File: src/rtl/seg7_pkg.sv
// Shared seven-segment definitions: glyph table, decode helper and the
// decoder's state/slot types.
package seg7_pkg;

  typedef logic [6:0] seg_t;
  typedef logic [3:0] hex_t;

  localparam int NUM_DIGITS = 8;

  // Active-high gfedcba patterns for 0..F; the display driver uses the same table.
  localparam seg_t SEG_GLYPH [16] = '{
    7'h3F, 7'h06, 7'h5B, 7'h4F, 7'h66, 7'h6D, 7'h7D, 7'h07,
    7'h7F, 7'h6F, 7'h77, 7'h7C, 7'h39, 7'h5E, 7'h79, 7'h71
  };

  typedef struct packed {
    logic known;
    logic blank;
    hex_t value;
  } dec_t;

  typedef enum logic [1:0] {
    SLOT_NONE,
    SLOT_ONE,
    SLOT_MULTI
  } slot_kind_t;

  typedef struct packed {
    slot_kind_t kind;
    logic [2:0] idx;
  } slot_t;

  typedef enum logic [1:0] {
    ST_IDLE,
    ST_SETTLE,
    ST_CAPTURE,
    ST_HOLD
  } state_t;

  function automatic dec_t seg_decode(input seg_t seg);
    dec_t d;
    d.known = 1'b0;
    d.blank = (seg == 7'h00);
    d.value = '0;
    for (int i = 0; i < 16; i++) begin
      if (seg == SEG_GLYPH[i]) begin
        d.known = 1'b1;
        d.value = hex_t'(i);
      end
    end
    return d;
  endfunction

  function automatic slot_t an_classify(input logic [NUM_DIGITS-1:0] an_n);
    slot_t       s;
    int unsigned lows;
    s.kind = SLOT_NONE;
    s.idx  = '0;
    lows   = 0;
    for (int k = 0; k < NUM_DIGITS; k++) begin
      if (!an_n[k]) begin
        lows  = lows + 1;
        s.idx = 3'(k);
      end
    end
    if (lows == 1)
      s.kind = SLOT_ONE;
    else if (lows > 1)
      s.kind = SLOT_MULTI;
    return s;
  endfunction

endpackage

File: src/rtl/seg7_scan_decoder_if.sv
// Bundle of the scanned display lines and the decoder's results.
interface seg7_scan_decoder_if;
  import seg7_pkg::*;

  seg_t        seg_i;
  logic [7:0]  an_n_i;
  logic        clr_err_i;
  logic [31:0] digits_o;
  logic [7:0]  known_o;
  logic [7:0]  blank_o;
  logic        frame_valid_o;
  logic        anode_err_o;

  modport master (
    output seg_i, an_n_i, clr_err_i,
    input  digits_o, known_o, blank_o, frame_valid_o, anode_err_o
  );

  modport slave (
    input  seg_i, an_n_i, clr_err_i,
    output digits_o, known_o, blank_o, frame_valid_o, anode_err_o
  );

endinterface

File: src/rtl/seg7_sync.sv
// Multi-flop synchroniser for the raw anode/segment lines; depth 0 is a
// straight wire.
module seg7_sync #(
  parameter int         SYNC_STAGES = 2,
  parameter int         W           = 15,
  parameter logic [W-1:0] RST_VAL   = '0
) (
  input  logic         clk,
  input  logic         reset,
  input  logic [W-1:0] d,
  output logic [W-1:0] q
);

  generate
    if (SYNC_STAGES == 0) begin : g_bypass
      assign q = d;
    end else begin : g_chain
      logic [W-1:0] stage_p [SYNC_STAGES];

      always_ff @(posedge clk or posedge reset) begin
        if (reset) begin
          for (int i = 0; i < SYNC_STAGES; i++)
            stage_p[i] <= RST_VAL;
        end else begin
          stage_p[0] <= d;
          for (int i = 1; i < SYNC_STAGES; i++)
            stage_p[i] <= stage_p[i-1];
        end
      end

      assign q = stage_p[SYNC_STAGES-1];
    end
  endgenerate

endmodule

File: src/rtl/seg7_scan_decoder.sv
// Monitors a multiplexed 8-digit seven-segment display and recovers the hex
// value shown on each digit, flagging complete frames and anode conflicts.
module seg7_scan_decoder
  import seg7_pkg::*;
#(
  parameter int STABLE_CYC     = 4,
  parameter int SYNC_STAGES    = 2,
  parameter bit SEG_ACTIVE_LOW = 1'b0
) (
  input  logic              clk,
  input  logic              reset,
  seg7_scan_decoder_if.slave bus
);

  localparam int STABLE = (STABLE_CYC < 1) ? 1 : STABLE_CYC;
  localparam int CNT_W  = $clog2(STABLE + 1);

  // Anodes idle high out of reset so the first samples never look like a conflict.
  localparam logic [14:0] SYNC_RST = {8'hFF, 7'h00};

  logic [14:0] raw_lines;
  logic [14:0] sync_lines;
  seg_t        s_seg;
  logic [7:0]  s_an;
  slot_t       slot;
  logic        same;
  logic        is_multi;

  state_t      state;
  state_t      state_nx;
  logic [CNT_W-1:0] cnt;
  logic [CNT_W-1:0] cnt_nx;
  logic        load;

  logic [2:0]  lat_idx;
  seg_t        lat_seg;

  logic [CNT_W-1:0] conf_cnt;
  logic [CNT_W-1:0] conf_nx;
  logic        err_set;

  logic [31:0] digits;
  logic [7:0]  known;
  logic [7:0]  blank;
  logic [7:0]  mask;
  logic [7:0]  mask_set;
  logic        frame_valid;
  logic        anode_err;
  dec_t        dec;

  assign raw_lines = {bus.an_n_i, bus.seg_i};

  seg7_sync #(
    .SYNC_STAGES (SYNC_STAGES),
    .W           (15),
    .RST_VAL     (SYNC_RST)
  ) u_sync (
    .clk   (clk),
    .reset (reset),
    .d     (raw_lines),
    .q     (sync_lines)
  );

  assign s_an     = sync_lines[14:7];
  assign s_seg    = SEG_ACTIVE_LOW ? ~sync_lines[6:0] : sync_lines[6:0];
  assign slot     = an_classify(s_an);
  assign is_multi = (slot.kind == SLOT_MULTI);
  assign same     = (slot.kind == SLOT_ONE) && (slot.idx == lat_idx) && (s_seg == lat_seg);

  // Dwell tracking: a slot must repeat unchanged STABLE times before capture.
  always_comb begin
    state_nx = state;
    cnt_nx   = cnt;
    load     = 1'b0;
    case (state)
      ST_IDLE: begin
        if (slot.kind == SLOT_ONE) begin
          load     = 1'b1;
          cnt_nx   = CNT_W'(1);
          state_nx = (STABLE == 1) ? ST_CAPTURE : ST_SETTLE;
        end
      end
      ST_SETTLE: begin
        if (slot.kind != SLOT_ONE) begin
          state_nx = ST_IDLE;
        end else if (same) begin
          cnt_nx = cnt + CNT_W'(1);
          if (cnt_nx >= CNT_W'(STABLE))
            state_nx = ST_CAPTURE;
        end else begin
          load   = 1'b1;
          cnt_nx = CNT_W'(1);
          if (STABLE == 1)
            state_nx = ST_CAPTURE;
        end
      end
      ST_CAPTURE: begin
        state_nx = ST_HOLD;
      end
      ST_HOLD: begin
        if (!same)
          state_nx = ST_IDLE;
      end
      default: begin
        state_nx = ST_IDLE;
      end
    endcase
  end

  always_comb begin
    conf_nx = '0;
    if (is_multi)
      conf_nx = (conf_cnt < CNT_W'(STABLE)) ? conf_cnt + CNT_W'(1) : conf_cnt;
  end

  assign err_set  = is_multi && (conf_nx == CNT_W'(STABLE));
  assign dec      = seg_decode(lat_seg);
  assign mask_set = mask | (8'h01 << lat_idx);

  always_ff @(posedge clk or posedge reset) begin
    if (reset) begin
      state       <= ST_IDLE;
      cnt         <= '0;
      conf_cnt    <= '0;
      mask        <= '0;
      digits      <= '0;
      known       <= '0;
      blank       <= '0;
      frame_valid <= 1'b0;
      anode_err   <= 1'b0;
    end else begin
      state       <= state_nx;
      cnt         <= cnt_nx;
      conf_cnt    <= conf_nx;
      frame_valid <= 1'b0;
      if (state == ST_CAPTURE) begin
        digits[{lat_idx, 2'b00} +: 4] <= dec.value;
        known[lat_idx]                <= dec.known;
        blank[lat_idx]                <= dec.blank;
        if (mask_set == 8'hFF) begin
          frame_valid <= 1'b1;
          mask        <= '0;
        end else begin
          mask <= mask_set;
        end
      end
      // A fresh conflict outranks a clear arriving in the same cycle.
      if (err_set)
        anode_err <= 1'b1;
      else if (bus.clr_err_i)
        anode_err <= 1'b0;
    end
  end

  always_ff @(posedge clk) begin
    if (load) begin
      lat_idx <= slot.idx;
      lat_seg <= s_seg;
    end
  end

  assign bus.digits_o      = digits;
  assign bus.known_o       = known;
  assign bus.blank_o       = blank;
  assign bus.frame_valid_o = frame_valid;
  assign bus.anode_err_o   = anode_err;

endmodule

File: src/flat_wrapper.sv
// flat-port wrapper written by rule: the top's interface ports become plain ports
module seg7_scan_decoder_flat import seg7_pkg::*;
#(
  parameter int STABLE_CYC     = 4,
  parameter int SYNC_STAGES    = 2,
  parameter bit SEG_ACTIVE_LOW = 1'b0
)
  (clk, reset, bus_seg_i, bus_an_n_i, bus_clr_err_i, bus_digits_o, bus_known_o, bus_blank_o, bus_frame_valid_o, bus_anode_err_o);
  seg7_scan_decoder_if bus_i ();
  input  logic clk;
  input  logic reset;
  input wire logic [$bits(bus_i.seg_i)-1:0] bus_seg_i;
  input wire logic [$bits(bus_i.an_n_i)-1:0] bus_an_n_i;
  input wire logic [$bits(bus_i.clr_err_i)-1:0] bus_clr_err_i;
  output wire logic [$bits(bus_i.digits_o)-1:0] bus_digits_o;
  output wire logic [$bits(bus_i.known_o)-1:0] bus_known_o;
  output wire logic [$bits(bus_i.blank_o)-1:0] bus_blank_o;
  output wire logic [$bits(bus_i.frame_valid_o)-1:0] bus_frame_valid_o;
  output wire logic [$bits(bus_i.anode_err_o)-1:0] bus_anode_err_o;
  assign bus_i.seg_i = bus_seg_i;
  assign bus_i.an_n_i = bus_an_n_i;
  assign bus_i.clr_err_i = bus_clr_err_i;
  assign bus_digits_o = bus_i.digits_o;
  assign bus_known_o = bus_i.known_o;
  assign bus_blank_o = bus_i.blank_o;
  assign bus_frame_valid_o = bus_i.frame_valid_o;
  assign bus_anode_err_o = bus_i.anode_err_o;
  seg7_scan_decoder #(.STABLE_CYC(STABLE_CYC), .SYNC_STAGES(SYNC_STAGES), .SEG_ACTIVE_LOW(SEG_ACTIVE_LOW)) u_core (.clk(clk), .reset(reset), .bus(bus_i));
endmodule
File: config.mk
export PLATFORM = sky130hd
export DESIGN_NAME = seg7_scan_decoder_flat
export DESIGN_NICKNAME = d
export VERILOG_FILES = /design/src/rtl/seg7_pkg.sv /design/src/rtl/seg7_scan_decoder_if.sv /design/src/rtl/seg7_sync.sv /design/src/rtl/seg7_scan_decoder.sv /design/src/flat_wrapper.sv
export SDC_FILE = /design/constraint.sdc
export NUM_CORES = 1
export LEC_CHECK = 0
export ABC_AREA = 1
export ABC_CLOCK_PERIOD_IN_PS = 5800
export CORE_MARGIN = 4
export CORE_UTILIZATION = 45
export DETAILED_ROUTE_END_ITERATION = 7
export PLACE_DENSITY = 0.64
export SLEW_MARGIN = 20
export SYNTH_ARGS = -nofsm -noshare
export SYNTH_HDL_FRONTEND = slang
export SYNTH_SLANG_ARGS = --single-unit
File: constraint.sdc
create_clock -name clk -period 5.8 [get_ports clk]
set_clock_uncertainty 0.05 [all_clocks]
set_input_delay 1.74 -clock clk [delete_from_list [all_inputs] [get_ports clk]]
set_output_delay 1.74 -clock clk [all_outputs]
set_load 0.01 [all_outputs]
==> results_dict.tcl, run 1 <==
set metrics [dict create \
    status "complete, no violations" \
    netSwitchingFraction_pct 30.5 \
    critPathKind "reg -> reg" \
    place.gp.congestion 0.939 \
    path_buf_inv 6 \
    yosysMostFrequentCell "nand2_1" \
    internal-power_w 0.00107 \
    htreeDepth 3 \
    cp.required_ps 5840 \
    numCtsBuffers 9 \
    p_switching_w 0.000471 \
    yosysTopAreaCellShare_pct 41.1 \
    io_buffers 67 \
    row_count 37 \
    drive_gt1_share_pct 12.5 \
    setup_viol 0 \
    die_w_um 112 \
    clk_pin_slew_ps 100 \
    cts_root_buf "clkbuf_8" \
    first_global_vias 3587 \
    cp.arrival_ps 5030 \
    peakVddDrop_uv 214 \
    dp_cells 722 \
    cts_tree "yes" \
    hp-class "reg -> reg" \
    fmax_mhz 200 \
    post_drt_via_cell_ratio 4.91 \
    synth.avg_cell_area_sq_um 9.36 \
    post_cts_buffers 0 \
    nets 631 \
    synth_area_leaders "dfrtp_1 (41%), dfstp_2 (8.6%), nand2_1 (6.9%)" \
    stdcell_count 738 \
    final_area_sq_mm 0.00590 \
    cp-end-kind "flip-flop" \
    hold_viol 0 \
    synth.distinct_cells 41 \
    crit_family "simple AND/OR/NAND/NOR gates" \
    grt_usage_pct 17.3 \
    wire_per_inst_um 13.9 \
    setup_tns_ps 0 \
    synth-seq-cells 106 \
    worst_pin_slew_ps 1000 \
    rsz0062_at_grt "no" \
    cpMostUsedCell "nand2_1" \
    p_comb_share_pct 18.0 \
    async_reset_ff_share_pct 90.6 \
    dp_hpwl_mm 7.76 \
    area_growth_pct 21.0 \
    clock_path_buffers 2 \
    syn_inst 521 \
    min_period_over_period_pct 86.0 \
    core_area_sq_mm 0.0104 \
    ios 68 \
    ys.warnings.count 0 \
    total_power_w 0.00154 \
    yosysSeqAreaShare_pct 55.8 \
    post_dp_cell_area_sq_mm 0.00571 \
    power_leakage_nw 2.68 \
    post_cts_resized 0 \
    max_stage_delay_ps 560 \
    antenna-diode-count 0 \
    worstPathMaxFanout 10 \
    antenna_found_initial 0 \
    first_pass_iters 4 \
    drcViolationCount 0 \
    grt_pass1_wl_mm 17.7 \
    seq_power_share_pct 53.8 \
    netlist_area_sq_mm 0.00488 \
    syn-num-nets 555 \
    clock_latency_ps 380 \
    clockPowerShare_pct 28.3 \
    hold_buffers 0 \
    dieArea_sq_mm 0.0126 \
    synth_edf_count 10 \
    cts.sinks 106 \
    die_y_um 112 \
    slew_viol_final 0 \
    grt_max_degree 50 \
    vias 3622 \
    power.density_mw_per_mm2 262 \
    drv_cap 0 \
    routed_wl_mm 10.2 \
    period_needed_ps 4990 \
    cpMaxStageDelayCell "dfstp_2" \
    initialDrtViolationCount 152 \
    antenna_left 0 \
    synth_common_cells "nand2_1 (89), dfrtp_1 (80), nor2_1 (71), inv_1 (61), o21ai_0 (28)" \
    relSlewSlack_pct 32.8 \
    synth.largest_area_cell "dfrtp_1" \
    startpoint_type "flip-flop" \
    overflow 0 \
    synth_ff_type "dfrtp_1" \
    whs_ps 306 \
    start_util_pct 46.8 \
]
==> area by class of cell <==
type,instances,area (sq um)
Clock inverter,5,43.8
Multi-Input combinational cell,343,1870
Inverter,67,253
Sequential cell,106,2720
Fill cell,960,4520
Timing Repair Buffer,70,693
Tap cell,136,170
Clock buffer,11,141
==> metal layers <==
metal / global-route usage (%) / wire length (um) / vias up
met5: 0 / 0 / -
met4: 3.85 / 112 / 0
met3: 4.69 / 383 / 10
met2: 28.0 / 4860 / 56
met1: 23.4 / 4880 / 1709
li1: - / - / 1847
==> final timing paths <==
kind | cells past startpoint | slack (ps) | from | to
max in group asynchronous | 3 | 2820 | reset | u_core.mask[4]
worst min register to register | 0 | 310 | u_core.u_sync.g_chain.stage_p[17] | u_core.u_sync.q[2]
worst max register to register | 28 | 810 | u_core.u_sync.q[8] | u_core.lat_seg[1]
worst min-delay path | 0 | 310 | u_core.u_sync.g_chain.stage_p[17] | u_core.u_sync.q[2]
worst max-delay path | 28 | 810 | u_core.u_sync.q[8] | u_core.lat_seg[1]
min in group asynchronous | 2 | 1770 | reset | u_core.u_sync.g_chain.stage_p[16]
==> registers in the layout (all words and copies together), names as in the netlist, named ones only <==
name	count
u_core.bus.anode_err_o	1
u_core.bus.blank_o	8
u_core.bus.digits_o	32
u_core.bus.frame_valid_o	1
u_core.bus.known_o	8
u_core.cnt	3
u_core.conf_cnt	3
u_core.lat_idx	3
u_core.lat_seg	7
u_core.mask	8
u_core.state	1
u_core.u_sync.g_chain.stage_p	15
u_core.u_sync.q	15
==> per-stage QoR <==
| step | setup WS (ps) | utilization (%) |
|---|---|---|
| after CTS | 806 | 56.6 |
| after floorplan | 896 | - |
| after global routing | 449 | 56.6 |
| after detailed placement | 837 | 54.8 |
| after global placement | 1010 | 54.8 |
| final | 812 | 56.6 |
==> power groups by stage <==
stage	combinational, W	clock (W)	sequential (W)
floorplan	0.000218	0	0.000831
global placement	0.000268	0	0.000844
detailed placement	0.000279	0	0.000845
CTS	0.000280	0.000450	0.000830
global route	0.000320	0.000487	0.000837
finish	0.000277	0.000436	0.000830
==> cell families after synthesis <==
logic type	synth area share (%)
and+or+nand+nor	20.9
DFF	55.8
AOI/OAI and AO/OA	9.08
buffers and inverters	5.72
adders and majority gates	4.11
xor gates and xnor gates	2.34
muxes	2.05
==> layout by cell type (no fill, tap or decap), types with 15 or more instances in the layout <==
cell type,count
a21oi_1,25
a31oi_1,15
clkdlybuf4s50_1,67
dfrtp_1,80
dfstp_2,16
ha_1,16
inv_1,60
nand2_1,89
nand3_1,18
nor2_1,71
o21ai_0,28
==> worst register-to-register path, delay by kind of cell (launching register included) <==
family / cells / cell delay [ps]
buf+inv: 6 / 520
fa+ha+maj: 5 / 1510
flops: 1 / 560
compound gates: 3 / 390
simple gates: 14 / 1660
(Power assumes the default switching activity.)
==> inputs of run 2 (changes only) <==
--- a/config.mk
+++ b/config.mk
@@ -11,6 +11,7 @@
 export CORE_UTILIZATION = 45
 export DETAILED_ROUTE_END_ITERATION = 7
 export PLACE_DENSITY = 0.64
+export REMOVE_ABC_BUFFERS = 1
 export SLEW_MARGIN = 20
 export SYNTH_ARGS = -nofsm -noshare
 export SYNTH_HDL_FRONTEND = slang
==> results_dict.tcl, run 2 (same netlist as run 1, synthesis figures left out) <==
set metrics [dict create \
    status "complete, no violations" \
    area_growth_pct 21.0 \
    cpMaxStageDelayCell "dfstp_2" \
    start_util_pct 46.8 \
    max_stage_delay_ps 550 \
    layout_common_cells "nand2_1 (89), dfrtp_1 (80), nor2_1 (71)" \
    final_area_sq_mm 0.00590 \
    first_global_vias 3538 \
    stdcell_count 740 \
    r2r_slack_ps 830 \
    cpMostUsedCell "nand2_1" \
    core_area_sq_mm 0.0104 \
    clock_path_buffers 2 \
    post_dp_cell_area_sq_mm 0.00573 \
    period_needed_ps 4970 \
    rsz0062_at_grt "no" \
    ios 68 \
    grt_usage_pct 16.5 \
    place.gp.congestion 0.906 \
    row_count 37 \
    cts_root_buf "clkbuf_8" \
    cp.required_ps 5840 \
    vias 3657 \
    cp-end-kind "flip-flop" \
    grt_max_degree 52 \
    finish.utilization_pct 56.6 \
    relSlewSlack_pct 29.3 \
    dp_hpwl_mm 7.42 \
    dieArea_sq_mm 0.0126 \
    hold_viol 0 \
    cp.arrival_ps 5010 \
    drv_cap 0 \
    io_buffers 67 \
    clk_pin_slew_ps 90 \
    setup_viol 0 \
    dp_cells 724 \
    clock_latency_ps 370 \
    setup_tns_ps 0 \
    post_cts_buffers 0 \
    post_cts_resized 0 \
    cts_tree "yes" \
    min_period_over_period_pct 85.7 \
    antenna_found_initial 0 \
    grt_pass1_wl_mm 16.9 \
    initialDrtViolationCount 248 \
    hp-class "reg -> reg" \
    critPathKind "reg -> reg" \
    first_pass_iters 4 \
    power_leakage_nw 2.68 \
    hold_buffers 0 \
    numCtsBuffers 9 \
    wire_per_inst_um 13.4 \
    peakVddDrop_uv 194 \
    fmax_mhz 201 \
    startpoint_type "flip-flop" \
    whs_ps 306 \
    worstPathMaxFanout 10 \
    htreeDepth 3 \
    routed_wl_mm 9.90 \
    overflow 0 \
    slew_viol_final 0 \
    cts.sinks 106 \
    power.density_mw_per_mm2 256 \
    post_drt_via_cell_ratio 4.94 \
    die_w_um 112 \
    drcViolationCount 0 \
    antenna-diode-count 0 \
    die_y_um 112 \
    nets 633 \
    layout_commonest_cell "nand2_1" \
    antenna_left 0 \
    drive_gt1_share_pct 12.6 \
    largest_reg_flops 32 \
    worst_pin_slew_ps 1050 \
]
run 2: changes by cell type in the layout (fill, tap and decap cells not counted):
cell	previous run	this run
clkbuf_8	10	9
buf_4	3	5
inv_4	1	0
clkbuf_1	1	2
inv_8	1	0
clkinvlp_4	0	1
clkinv_2	1	2
run 2: layer usage:
metal	part of all wire, %	wire [um]	global-route usage (%)	vias to the layer above
li1	-	-	-	1849
met1	48	4720	22.4	1710
met2	46	4530	25.3	92
met3	5.8	574	5.71	6
met4	0.72	71	4.57	0
met5	0	0	0	-
run 2: final timing paths:
kind,start,to,cells after the start
min in group asynchronous,reset,u_core.u_sync.g_chain.stage_p[18],2
setup / recovery,u_core.u_sync.q[8],u_core.lat_seg[2],28
hold reg to reg,u_core.u_sync.g_chain.stage_p[16],u_core.u_sync.q[1],0
setup reg to reg,u_core.u_sync.q[8],u_core.lat_seg[2],28
hold / removal,u_core.u_sync.g_chain.stage_p[16],u_core.u_sync.q[1],0
max in group asynchronous,reset,u_core.u_sync.g_chain.stage_p[28],3
run 2: stage by stage:
step                      total power, W  setup WS [ps]
final                            0.00151            828
after CTS                        0.00153            787
after detailed placement         0.00112            824
after global routing             0.00161            437
after global placement           0.00111            979
after floorplan                  0.00105            895
run 2: critical path: cells and delay by family (launching register included):
kind,cells,cell delay [ps]
adders and majority gates,5,1520
and+or+nand+nor,14,1660
DFF,1,550
buffers and inverters,6,510
AOI/OAI and AO/OA,3,400
run 2: area by class of cell:
cell class,count,area (sq um)
clock buffers,11,131
clock inverters,5,38.8
fillers,931,4520
inverters,67,253
multi-input cells,343,1870
flip-flops and latches,106,2720
well taps,136,170
repair buffers,72,708
run 2: where the power goes:
part	internal, W	switching, W	total [W]
clock network	0.000160	0.000243	0.000402
logic	0.000104	0.000173	0.000277
registers	0.000793	0.0000366	0.000830
